<file path="src/rtl/electronic_lock_param_if.sv">
// electronic_lock_param_if: keypad-side bundle for the parametrised code lock.
// master: keypad/debounce front end; slave: the lock. Signals:
//   key_valid/key_sym (symbol strobe), lock_req, prog_req (requests),
//   unlock, lockout, fail_cnt, sym_cnt (lock status, all registered).
interface electronic_lock_param_if #(
    parameter int SYM_W    = 1,
    parameter int CODE_LEN = 8,
    parameter int MAX_FAIL = 3
);
    localparam int CW = $clog2(CODE_LEN + 1);
    localparam int FW = $clog2(MAX_FAIL + 1);

    logic          key_valid;
    logic [SYM_W-1:0] key_sym;
    logic          lock_req;
    logic          prog_req;
    logic          unlock;
    logic          lockout;
    logic [FW-1:0] fail_cnt;
    logic [CW-1:0] sym_cnt;

    modport master (
        output key_valid, key_sym, lock_req, prog_req,
        input  unlock, lockout, fail_cnt, sym_cnt
    );

    modport slave (
        input  key_valid, key_sym, lock_req, prog_req,
        output unlock, lockout, fail_cnt, sym_cnt
    );
endinterface

</file>
<file path="src/rtl/electronic_lock_param.sv">
// electronic_lock_param: keyed-symbol code lock with timed unlock,
// failure lockout and stale-entry timeout.
// Ports: clk (rising edge), rst (async, active low), bus (slave modport:
//   key_valid/key_sym in, lock_req/prog_req in, unlock/lockout/fail_cnt/
//   sym_cnt out). Optional macro ELOCK_PROG_EN adds code reprogramming.
module electronic_lock_param #(
    parameter int SYM_W       = 1,
    parameter int CODE_LEN    = 8,
    parameter logic [SYM_W*CODE_LEN-1:0] RESET_CODE = 8'b1011_0110,
    parameter int MAX_FAIL    = 3,
    parameter int LOCKOUT_CYC = 64,
    parameter int UNLOCK_CYC  = 16,
    parameter int ENTRY_TO    = 32
) (
    input  logic clk,
    input  logic rst,
    electronic_lock_param_if.slave bus
);
    localparam int CODE_W = SYM_W * CODE_LEN;
    localparam int CW     = $clog2(CODE_LEN + 1);
    localparam int FW     = $clog2(MAX_FAIL + 1);
    localparam int TMAX   = (LOCKOUT_CYC > UNLOCK_CYC) ? LOCKOUT_CYC : UNLOCK_CYC;
    localparam int TW     = $clog2(TMAX + 1);
    localparam int IW     = $clog2(ENTRY_TO + 1);

    localparam logic [CW-1:0] LAST_SYM = CW'(CODE_LEN - 1);
    localparam logic [FW-1:0] FAIL_LIM = FW'(MAX_FAIL);
    localparam logic [TW-1:0] UNL_LAST = TW'(UNLOCK_CYC - 1);
    localparam logic [TW-1:0] LCK_LAST = TW'(LOCKOUT_CYC - 1);
    localparam logic [IW-1:0] IDLE_LIM = IW'(ENTRY_TO);

    typedef enum logic [1:0] {
        S_LOCKED,
        S_OPEN,
        S_LOCKOUT
`ifdef ELOCK_PROG_EN
        , S_PROG
`endif
    } state_e;

    state_e        state_q, state_d;
    logic [CW-1:0] sym_q, sym_d;
    logic          mis_q, mis_d;
    logic [FW-1:0] fail_q, fail_d;
    logic [TW-1:0] tmr_q, tmr_d;
    logic [IW-1:0] idle_q, idle_d;
    logic          unlock_q, lockout_q;
    logic [CODE_W-1:0] code;

`ifdef ELOCK_PROG_EN
    logic [CODE_W-1:0] code_q, code_d;
    logic [CODE_W-1:0] shadow_q, shadow_d;
    assign code = code_q;
`else
    logic unused_prog;
    assign unused_prog = bus.prog_req;
    assign code = RESET_CODE;
`endif

    // Symbol table padded to a power of two so sym_cnt indexes it directly.
    logic [SYM_W-1:0] code_sym [2**CW];
    for (genvar k = 0; k < 2**CW; k++) begin : g_sym
        if (k < CODE_LEN) begin : g_v
            assign code_sym[k] = code[k*SYM_W +: SYM_W];
        end else begin : g_z
            assign code_sym[k] = '0;
        end
    end

    // A partial attempt idle for ENTRY_TO cycles is stale; a key arriving
    // now starts a fresh attempt as symbol 0.
    logic          stale;
    logic [CW-1:0] cur_sym;
    logic          cur_mis;
    logic          miss;

    assign stale   = (sym_q != '0) && (idle_q == IDLE_LIM);
    assign cur_sym = stale ? '0 : sym_q;
    assign cur_mis = stale ? 1'b0 : mis_q;
    assign miss    = cur_mis | (bus.key_sym != code_sym[cur_sym]);

    always_comb begin
        state_d = state_q;
        sym_d   = sym_q;
        mis_d   = mis_q;
        fail_d  = fail_q;
        tmr_d   = tmr_q;
        idle_d  = idle_q;
`ifdef ELOCK_PROG_EN
        shadow_d = shadow_q;
        code_d   = code_q;
`endif
        unique case (state_q)
            S_LOCKED: begin
                if (bus.key_valid) begin
                    idle_d = '0;
                    if (cur_sym == LAST_SYM) begin
                        sym_d = '0;
                        mis_d = 1'b0;
                        if (!miss) begin
                            state_d = S_OPEN;
                            fail_d  = '0;
                            tmr_d   = '0;
                        end else if (fail_q + FW'(1) == FAIL_LIM) begin
                            state_d = S_LOCKOUT;
                            fail_d  = FAIL_LIM;
                            tmr_d   = '0;
                        end else begin
                            fail_d = fail_q + FW'(1);
                        end
                    end else begin
                        sym_d = cur_sym + CW'(1);
                        mis_d = miss;
                    end
                end else if (stale) begin
                    sym_d  = '0;
                    mis_d  = 1'b0;
                    idle_d = '0;
                end else if (sym_q != '0) begin
                    idle_d = idle_q + IW'(1);
                end
            end
            S_OPEN: begin
                if (bus.lock_req) begin
                    state_d = S_LOCKED;
`ifdef ELOCK_PROG_EN
                end else if (bus.prog_req) begin
                    state_d = S_PROG;
                    sym_d   = '0;
                    idle_d  = '0;
`endif
                end else if (tmr_q == UNL_LAST) begin
                    state_d = S_LOCKED;
                end else begin
                    tmr_d = tmr_q + TW'(1);
                end
            end
            S_LOCKOUT: begin
                if (tmr_q == LCK_LAST) begin
                    state_d = S_LOCKED;
                    fail_d  = '0;
                end else begin
                    tmr_d = tmr_q + TW'(1);
                end
            end
`ifdef ELOCK_PROG_EN
            S_PROG: begin
                if (bus.lock_req || idle_q == IDLE_LIM) begin
                    state_d = S_LOCKED;
                    sym_d   = '0;
                    idle_d  = '0;
                end else if (bus.key_valid) begin
                    idle_d = '0;
                    // Shift in from the top: after CODE_LEN keys symbol 0
                    // sits in the lowest slot.
                    shadow_d = {bus.key_sym, shadow_q[CODE_W-1:SYM_W]};
                    if (sym_q == LAST_SYM) begin
                        code_d  = shadow_d;
                        fail_d  = '0;
                        state_d = S_LOCKED;
                        sym_d   = '0;
                    end else begin
                        sym_d = sym_q + CW'(1);
                    end
                end else begin
                    idle_d = idle_q + IW'(1);
                end
            end
`endif
            default: state_d = S_LOCKED;
        endcase
    end

    always_ff @(posedge clk or negedge rst) begin
        if (!rst) begin
            state_q   <= S_LOCKED;
            sym_q     <= '0;
            mis_q     <= 1'b0;
            fail_q    <= '0;
            tmr_q     <= '0;
            idle_q    <= '0;
            unlock_q  <= 1'b0;
            lockout_q <= 1'b0;
`ifdef ELOCK_PROG_EN
            code_q    <= RESET_CODE;
            shadow_q  <= '0;
`endif
        end else begin
            state_q   <= state_d;
            sym_q     <= sym_d;
            mis_q     <= mis_d;
            fail_q    <= fail_d;
            tmr_q     <= tmr_d;
            idle_q    <= idle_d;
            unlock_q  <= (state_d == S_OPEN);
            lockout_q <= (state_d == S_LOCKOUT);
`ifdef ELOCK_PROG_EN
            code_q    <= code_d;
            shadow_q  <= shadow_d;
`endif
        end
    end

    assign bus.unlock   = unlock_q;
    assign bus.lockout  = lockout_q;
    assign bus.fail_cnt = fail_q;
    assign bus.sym_cnt  = sym_q;
endmodule

</file>
<file path="src/flat_wrapper.sv">
// flat-port wrapper written by rule: the top's interface ports become plain ports
module electronic_lock_param_flat 
#(
    parameter int SYM_W       = 1,
    parameter int CODE_LEN    = 8,
    parameter logic [SYM_W*CODE_LEN-1:0] RESET_CODE = 8'b1011_0110,
    parameter int MAX_FAIL    = 3,
    parameter int LOCKOUT_CYC = 64,
    parameter int UNLOCK_CYC  = 16,
    parameter int ENTRY_TO    = 32
)
  (clk, rst, bus_key_valid, bus_key_sym, bus_lock_req, bus_prog_req, bus_unlock, bus_lockout, bus_fail_cnt, bus_sym_cnt);
  electronic_lock_param_if #(.SYM_W(SYM_W), .CODE_LEN(CODE_LEN), .MAX_FAIL(MAX_FAIL)) bus_i ();
  input  logic clk;
  input  logic rst;
  input wire logic [$bits(bus_i.key_valid)-1:0] bus_key_valid;
  input wire logic [$bits(bus_i.key_sym)-1:0] bus_key_sym;
  input wire logic [$bits(bus_i.lock_req)-1:0] bus_lock_req;
  input wire logic [$bits(bus_i.prog_req)-1:0] bus_prog_req;
  output wire logic [$bits(bus_i.unlock)-1:0] bus_unlock;
  output wire logic [$bits(bus_i.lockout)-1:0] bus_lockout;
  output wire logic [$bits(bus_i.fail_cnt)-1:0] bus_fail_cnt;
  output wire logic [$bits(bus_i.sym_cnt)-1:0] bus_sym_cnt;
  assign bus_i.key_valid = bus_key_valid;
  assign bus_i.key_sym = bus_key_sym;
  assign bus_i.lock_req = bus_lock_req;
  assign bus_i.prog_req = bus_prog_req;
  assign bus_unlock = bus_i.unlock;
  assign bus_lockout = bus_i.lockout;
  assign bus_fail_cnt = bus_i.fail_cnt;
  assign bus_sym_cnt = bus_i.sym_cnt;
  electronic_lock_param #(.SYM_W(SYM_W), .CODE_LEN(CODE_LEN), .RESET_CODE(RESET_CODE), .MAX_FAIL(MAX_FAIL), .LOCKOUT_CYC(LOCKOUT_CYC), .UNLOCK_CYC(UNLOCK_CYC), .ENTRY_TO(ENTRY_TO)) u_core (.clk(clk), .rst(rst), .bus(bus_i));
endmodule
</file>
<file path="config.mk">
export PLATFORM = sky130hd
export DESIGN_NAME = electronic_lock_param_flat
export DESIGN_NICKNAME = d
export VERILOG_FILES = /design/src/rtl/electronic_lock_param_if.sv /design/src/rtl/electronic_lock_param.sv /design/src/flat_wrapper.sv
export SDC_FILE = /design/constraint.sdc
export NUM_CORES = 1
export LEC_CHECK = 0
export ABC_AREA = 1
export CAP_MARGIN = 20
export CORE_ASPECT_RATIO = 1.25
export CORE_MARGIN = 2
export CORE_UTILIZATION = 56
export DETAILED_ROUTE_END_ITERATION = 7
export DONT_BUFFER_PORTS = 1
export GPL_ROUTABILITY_DRIVEN = 0
export MAX_ROUTING_LAYER = met4
export PLACE_DENSITY_LB_ADDON = 0.1
export RECOVER_POWER = 100
export SKIP_CTS_REPAIR_TIMING = 1
export SYNTH_ARGS = -nofsm -noshare
export SYNTH_HDL_FRONTEND = slang
export SYNTH_SLANG_ARGS = --single-unit
</file>
<file path="constraint.sdc">
create_clock -name clk -period 2 [get_ports clk]
set_input_delay 0.4 -clock clk [delete_from_list [all_inputs] [get_ports clk]]
set_output_delay 0.4 -clock clk [all_outputs]
set_load 0.02 [all_outputs]
</file>
# After elaboration in Yosys (flattened, before gate mapping)
# Memories as Yosys holds them, arrays and structs flattened.
# Cells that the tools add are included.
# classes
reduce_logical	9
n_lt_le_gt_ge	1
eq_ne	17
n_mux	33
add_sub_neg	4
bitwise	2
# op_table
operator	n
$mux 7	7
$mux 2	12
$pmux 7 s3	1
$mux 6	3
$mux 4	3
$ne 2x2->1 const B	4
$add 7x1->7 const B	1
$eq 7x4->1 const B	1
$eq 7x6->1 const B	1
$reduce_and 7->1	1
$add 6x1->6 const B	1
$eq 2x2->1 const B	3
$eq 6x6->1 const B	1
$pmux 2 s3	1
$reduce_bool 3->1	2
$ge 5x5->1 const B	1
$mux 1	5
$not 4->5	1
$add 4x1->4 const B	1
$eq 2x1->1 const B	2
$eq 4x3->1 const B	1
$ne 2x1->1 const B	2
$pmux 2 s2	1
$reduce_and 4->1	1
9 further kinds	9
# word_totals
ff_bits	24
mem_bits_ro	16
memories	1
elab_cells	75
inputBits	6
# mem_list
memory	depth	word_bits	rd	rd_clocked_by_memory_dff	wr	line_no	text
(name not given)	16	1	1	0	0	electronic_lock_param.sv:80	assign miss = cur_mis | (bus.key_sym != code_sym[cur_sym]);

# Longest topological paths before layout
# depth
depth_word	14
mapped_depth	18

# Least setup slack after synthesis
# Ideal clock, no wire load.
# synth_timing
path_kind	reg2reg
startpoint	register u_core.idle_q[0]
endpoint	register u_core.tmr_q[4]
setup_time_ns	0.118
arrival_ns	2.015
stages_incl_launch_ff	19
setup_slack_ns	-0.133
synth_period_minus_slack_ns	2.133
t_required_ns	1.882
cell_sequence	dfrtp_1 -> inv_1 -> ha_1 -> nand2_1 -> nor2_2 -> nand3_4 -> nand2_1 -> inv_1 -> ha_1 -> inv_1 -> nand2_1 -> nand3_1 -> nand2_1 -> nand4_2 -> nand3_2 -> nand2_4 -> buf_12 -> nand2_2 -> o21ai_2
# synth_via
elab_chain_len	13
# synth_rtl
item	line_no	text
start: declaration	electronic_lock_param.sv:46	logic [IW-1:0] idle_q, idle_d;
start signal: assignment	electronic_lock_param.sv:194	idle_q <= idle_d;
$eq 6x6->1 (*)	electronic_lock_param.sv:77	assign stale = (sym_q != '0) && (idle_q == IDLE_LIM);
$logic_and 1x1->1 (*)	electronic_lock_param.sv:77	
$mux 4	electronic_lock_param.sv:78	assign cur_sym = stale ? '0 : sym_q;
$not 4->5 (implied by the code)	electronic_lock_param.sv:80	
$mem_v2 16x1	n/a	
$mux 1 (implied by the code) (2 in series)	electronic_lock_param.sv:80	
$ne 1x1->1	electronic_lock_param.sv:80	
$or 1x1->1	electronic_lock_param.sv:80	
$mux 7	electronic_lock_param.sv:100	if (!miss) begin
$mux 7	electronic_lock_param.sv:97	if (cur_sym == LAST_SYM) begin
$mux 7	electronic_lock_param.sv:95	if (bus.key_valid) begin
$pmux 7 s3	electronic_lock_param.sv:93	unique case (state_q)
end signal: assignment	electronic_lock_param.sv:193	tmr_q <= tmr_d;
end: declaration	electronic_lock_param.sv:45	logic [TW-1:0] tmr_q, tmr_d;
# Every way passes the cells marked *; elsewhere a longest branch is shown, timed or not. The select of a mux whose other input is x is not followed.
# A chain may end at the register's enable or synchronous reset.

# Final worst setup path
# layout_timing
startpoint	register u_core.idle_q[0]
endpoint	register u_core.tmr_q[0]
# Same word-level chain as after synthesis.

==> reports/results.ini <==
[outcome]
run_status=finished with violations
failed_checks=negative setup slack

[final_layout]
area.sequential_sq_um=600.6
diodes=0
most_frequent_standard_cell_in_the_layout_excluding_fill_and_tap_cells=nand2_1
multi_input_area_sq_um=953.4
drive_gt1_share_pct=34.23
area.growth.synth_to_final_pct=26.12
fillerInstances=212
layout_common_cells=nand2_1 (30), inv_1 (26), buf_4 (24), dfrtp_1 (24), nand2_2 (12)
utilization_pct=73.48
post_layout_nets=238

[worst_setup_path]
critical_path.slowest_cell=dfrtp_1
cpMostUsedCell=nand2_4
worstPathCellList=inv_2, ha_4, nand2_4, nor2_4, nand3_4, nand2_2, inv_2, ha_4, inv_4, nand2_4, nand3_4, nand2_4, nand4_4, nand3_2, nand2_8, nand2_1, o21ai_2
worst_r2r_path_depth=17
cp.required_ps=2240
critical-path-top-delay-family=simple AND/OR/NAND/NOR gates
critical_path_depth=17
critical_path_class=register to register
startpoint_type=register
worst_path_largest_cell_delay_ps=420
cp_data_arrival_time_ps=2420
sum_of_buffers_and_inverters_on_the_critical_path=3
worst-path-max-fanout=14
timing.critical_path.to_type=register

[timing]
postLayoutSetupSlackWorst_ps=-176.0
setup_violations=14
fin_crit_sh_pct=108.8
final-max-slew-violation-count=0
relSlewSlack_pct=11.17
layout_min_cycle_time_ps=2176
report.final.hold_viol_count=0
finClkSkew_ps=12.12
rsz0062_at_grt=true
max_freq_mhz=459.6
worst_slew_pin_slew_ps=1332

[die]
fp.dieW_um=51.23
placementRows=21
coreArea_sq_um=2680
pin_count=14
dieHeight_um=63.04
fp.dieArea_sq_um=3230
floorplan.initialDensity_pct=58.26

[power_and_ir_drop]
p_clk_share_pct=13.2
total_switching_power_uw=1242
leakagePower_uw=0.0009409
combPwrFrac_pct=59.2
power_report.internal_total_uw=1478
powerDensity_nw_per_um2=1381
switching_share_pct=45.65
max-vdd-ir-drop_mv=1.121
power_frac_seq_pct=27.6

[synth]
post_synth_instance_area_sq_um=1561
synth_fp_nets=208
mean_post_synth_cell_area_sq_um=8.091
postSynthRegisterBits=24
synth.top_cells.by_area=dfrtp_1 (38%), nand2_1 (9.6%), inv_1 (7.7%), ha_1 (7.2%), o21ai_2 (3.9%)
synth-seq-area-share_pct=38.46
yosysTopAreaCell=dfrtp_1
ys_warn_count=0
netlist.area_leader.share_pct=38.46
post_syn_instances=193
synthDistinctLibCells=30

[drt]
detailedRoute.firstPassIterationCount=4
drt_drc_violations_left=0
ant_nets_after_route=0
drt-initial-drc-count=36
routed_wire_length_per_instance_um=13.50
dr_total_vias=1396
routed_wl_um=3456
detail_route.vias_per_cell=5.453

[min_path]
hp-class=input port to register
hold-path-cell-count=2

[placed_design]
pre_cts_ws_ps=-217.4
post-dp-hpwl_um=2350
buffer_ports.inserted=0

[clocking]
clkLatencyLatePin_ps=330
cts_buffer_depth=2
clk_transition_reported_paths_ps=140
cts_root_buf=clkbuf_4
total_clock_buffers_created_by_cts=3
clock_tree_from_tritoncts=yes
max_h_tree_level=1
cts.sinks=24

[grt]
grt_antenna_before_repair=0
grt_start_max_net_pins=25
globalRouteTotalUtil_pct=23.06
grt_pass1_wl_um=5582
first_global_vias=1353
globalRouteOverflowTotal=0

[run]
timing.max_cap.violations=0

[power groups by stage]
stage          clock (uW)  combinational, uW  sequential [uW]
2_1_floorplan           0                819              818
3_3_place_gp            0               1220              755
3_5_place_dp            0               1250              760
4_1_cts               372               1260              750
5_1_grt               379               1770              765
6_report              360               1610              750
[per-stage QoR]
| stage | cell area (sq um) | instances | TNS, ps | power (uW) | hold WS [ps] |
|---|---|---|---|---|---|
| after global placement | 1738 | 243 | -1264 | 1970 | 104.9 |
| final | 1969 | 256 | -1946 | 2720 | 198.1 |
| after CTS | 1790 | 247 | -2811 | 2384 | -279.1 |
| after detailed placement | 1738 | 243 | -2112 | 2014 | 105.0 |
| after floorplan | 1584 | 193 | -613.0 | 1637 | 104.4 |
| after global routing | 1969 | 256 | -3809 | 2916 | 197.4 |
[cells in the mapped netlist]
cell type,count
nand2_1,40
inv_1,32
dfrtp_1,24
nand3_1,11
nor2_1,11
o21ai_0,11
ha_1,9
a21oi_1,7
o21ai_2,7
nand4_1,6
nand2_2,5
o22ai_1,5
xor2_1,4
nor3_1,3
nand3_2,2
nand4_2,2
a21oi_4,1
a22oi_1,1
a31oi_1,1
buf_12,1
clkbuf_1,1
nand2_4,1
nand3_4,1
nor2_2,1
nor3b_1,1
nor4_1,1
o211ai_1,1
o31ai_1,1
or2_2,1
or4_4,1
[routing by layer]
metal | track usage (%) | part of all wire [%] | up-vias
li1 | - | - | 697
met1 | 26.40 | 42 | 673
met2 | 38.80 | 54 | 19
met3 | 2.871 | 1.9 | 7
met4 | 11.84 | 1.9 | 0
met5 | - | 0 | -
[flip-flops by register name, summed over array words and instances (netlist names)]
name / flops
u_core.bus.fail_cnt: 2
u_core.bus.unlock: 1
u_core.state_q: 2
u_core.tmr_q: 7
u_core.idle_q: 6
u_core.bus.sym_cnt: 4
u_core.bus.lockout: 1
u_core.mis_q: 1
[final cells by class]
cell class,count,area share (%)
inverter,32,6.226
timing repair buffer,27,10.04
clock inverter,1,1.525
multi-input combinational,135,48.41
tap,34,2.160
sequential,24,30.50
clock buffer,3,1.144
[cells by family (layout without fill, tap and decap cells)]
family	Yosys count	after routing	share of synthesized area [%]
and+or+nand+nor	87	87	28.29
AOI/OAI and AO/OA	35	35	14.58
buffers and inverters	34	63	9.215
DFF	24	24	38.46
adders and majority gates	9	9	7.212
xor gates and xnor gates	4	4	2.243
[path summary, 6_finish.rpt]
kind                                   from                      to  slack, ps
max reg2reg                u_core.idle_q[0]         u_core.tmr_q[0]       -180
max in group asynchronous               rst  u_core.bus.fail_cnt[1]        320
max                        u_core.idle_q[0]         u_core.tmr_q[0]       -180
min                           bus_key_valid   u_core.bus.sym_cnt[0]        200
min reg2reg                 u_core.tmr_q[1]         u_core.tmr_q[1]        530
min in group asynchronous               rst        u_core.idle_q[3]        890
(Power assumes the default switching activity.)
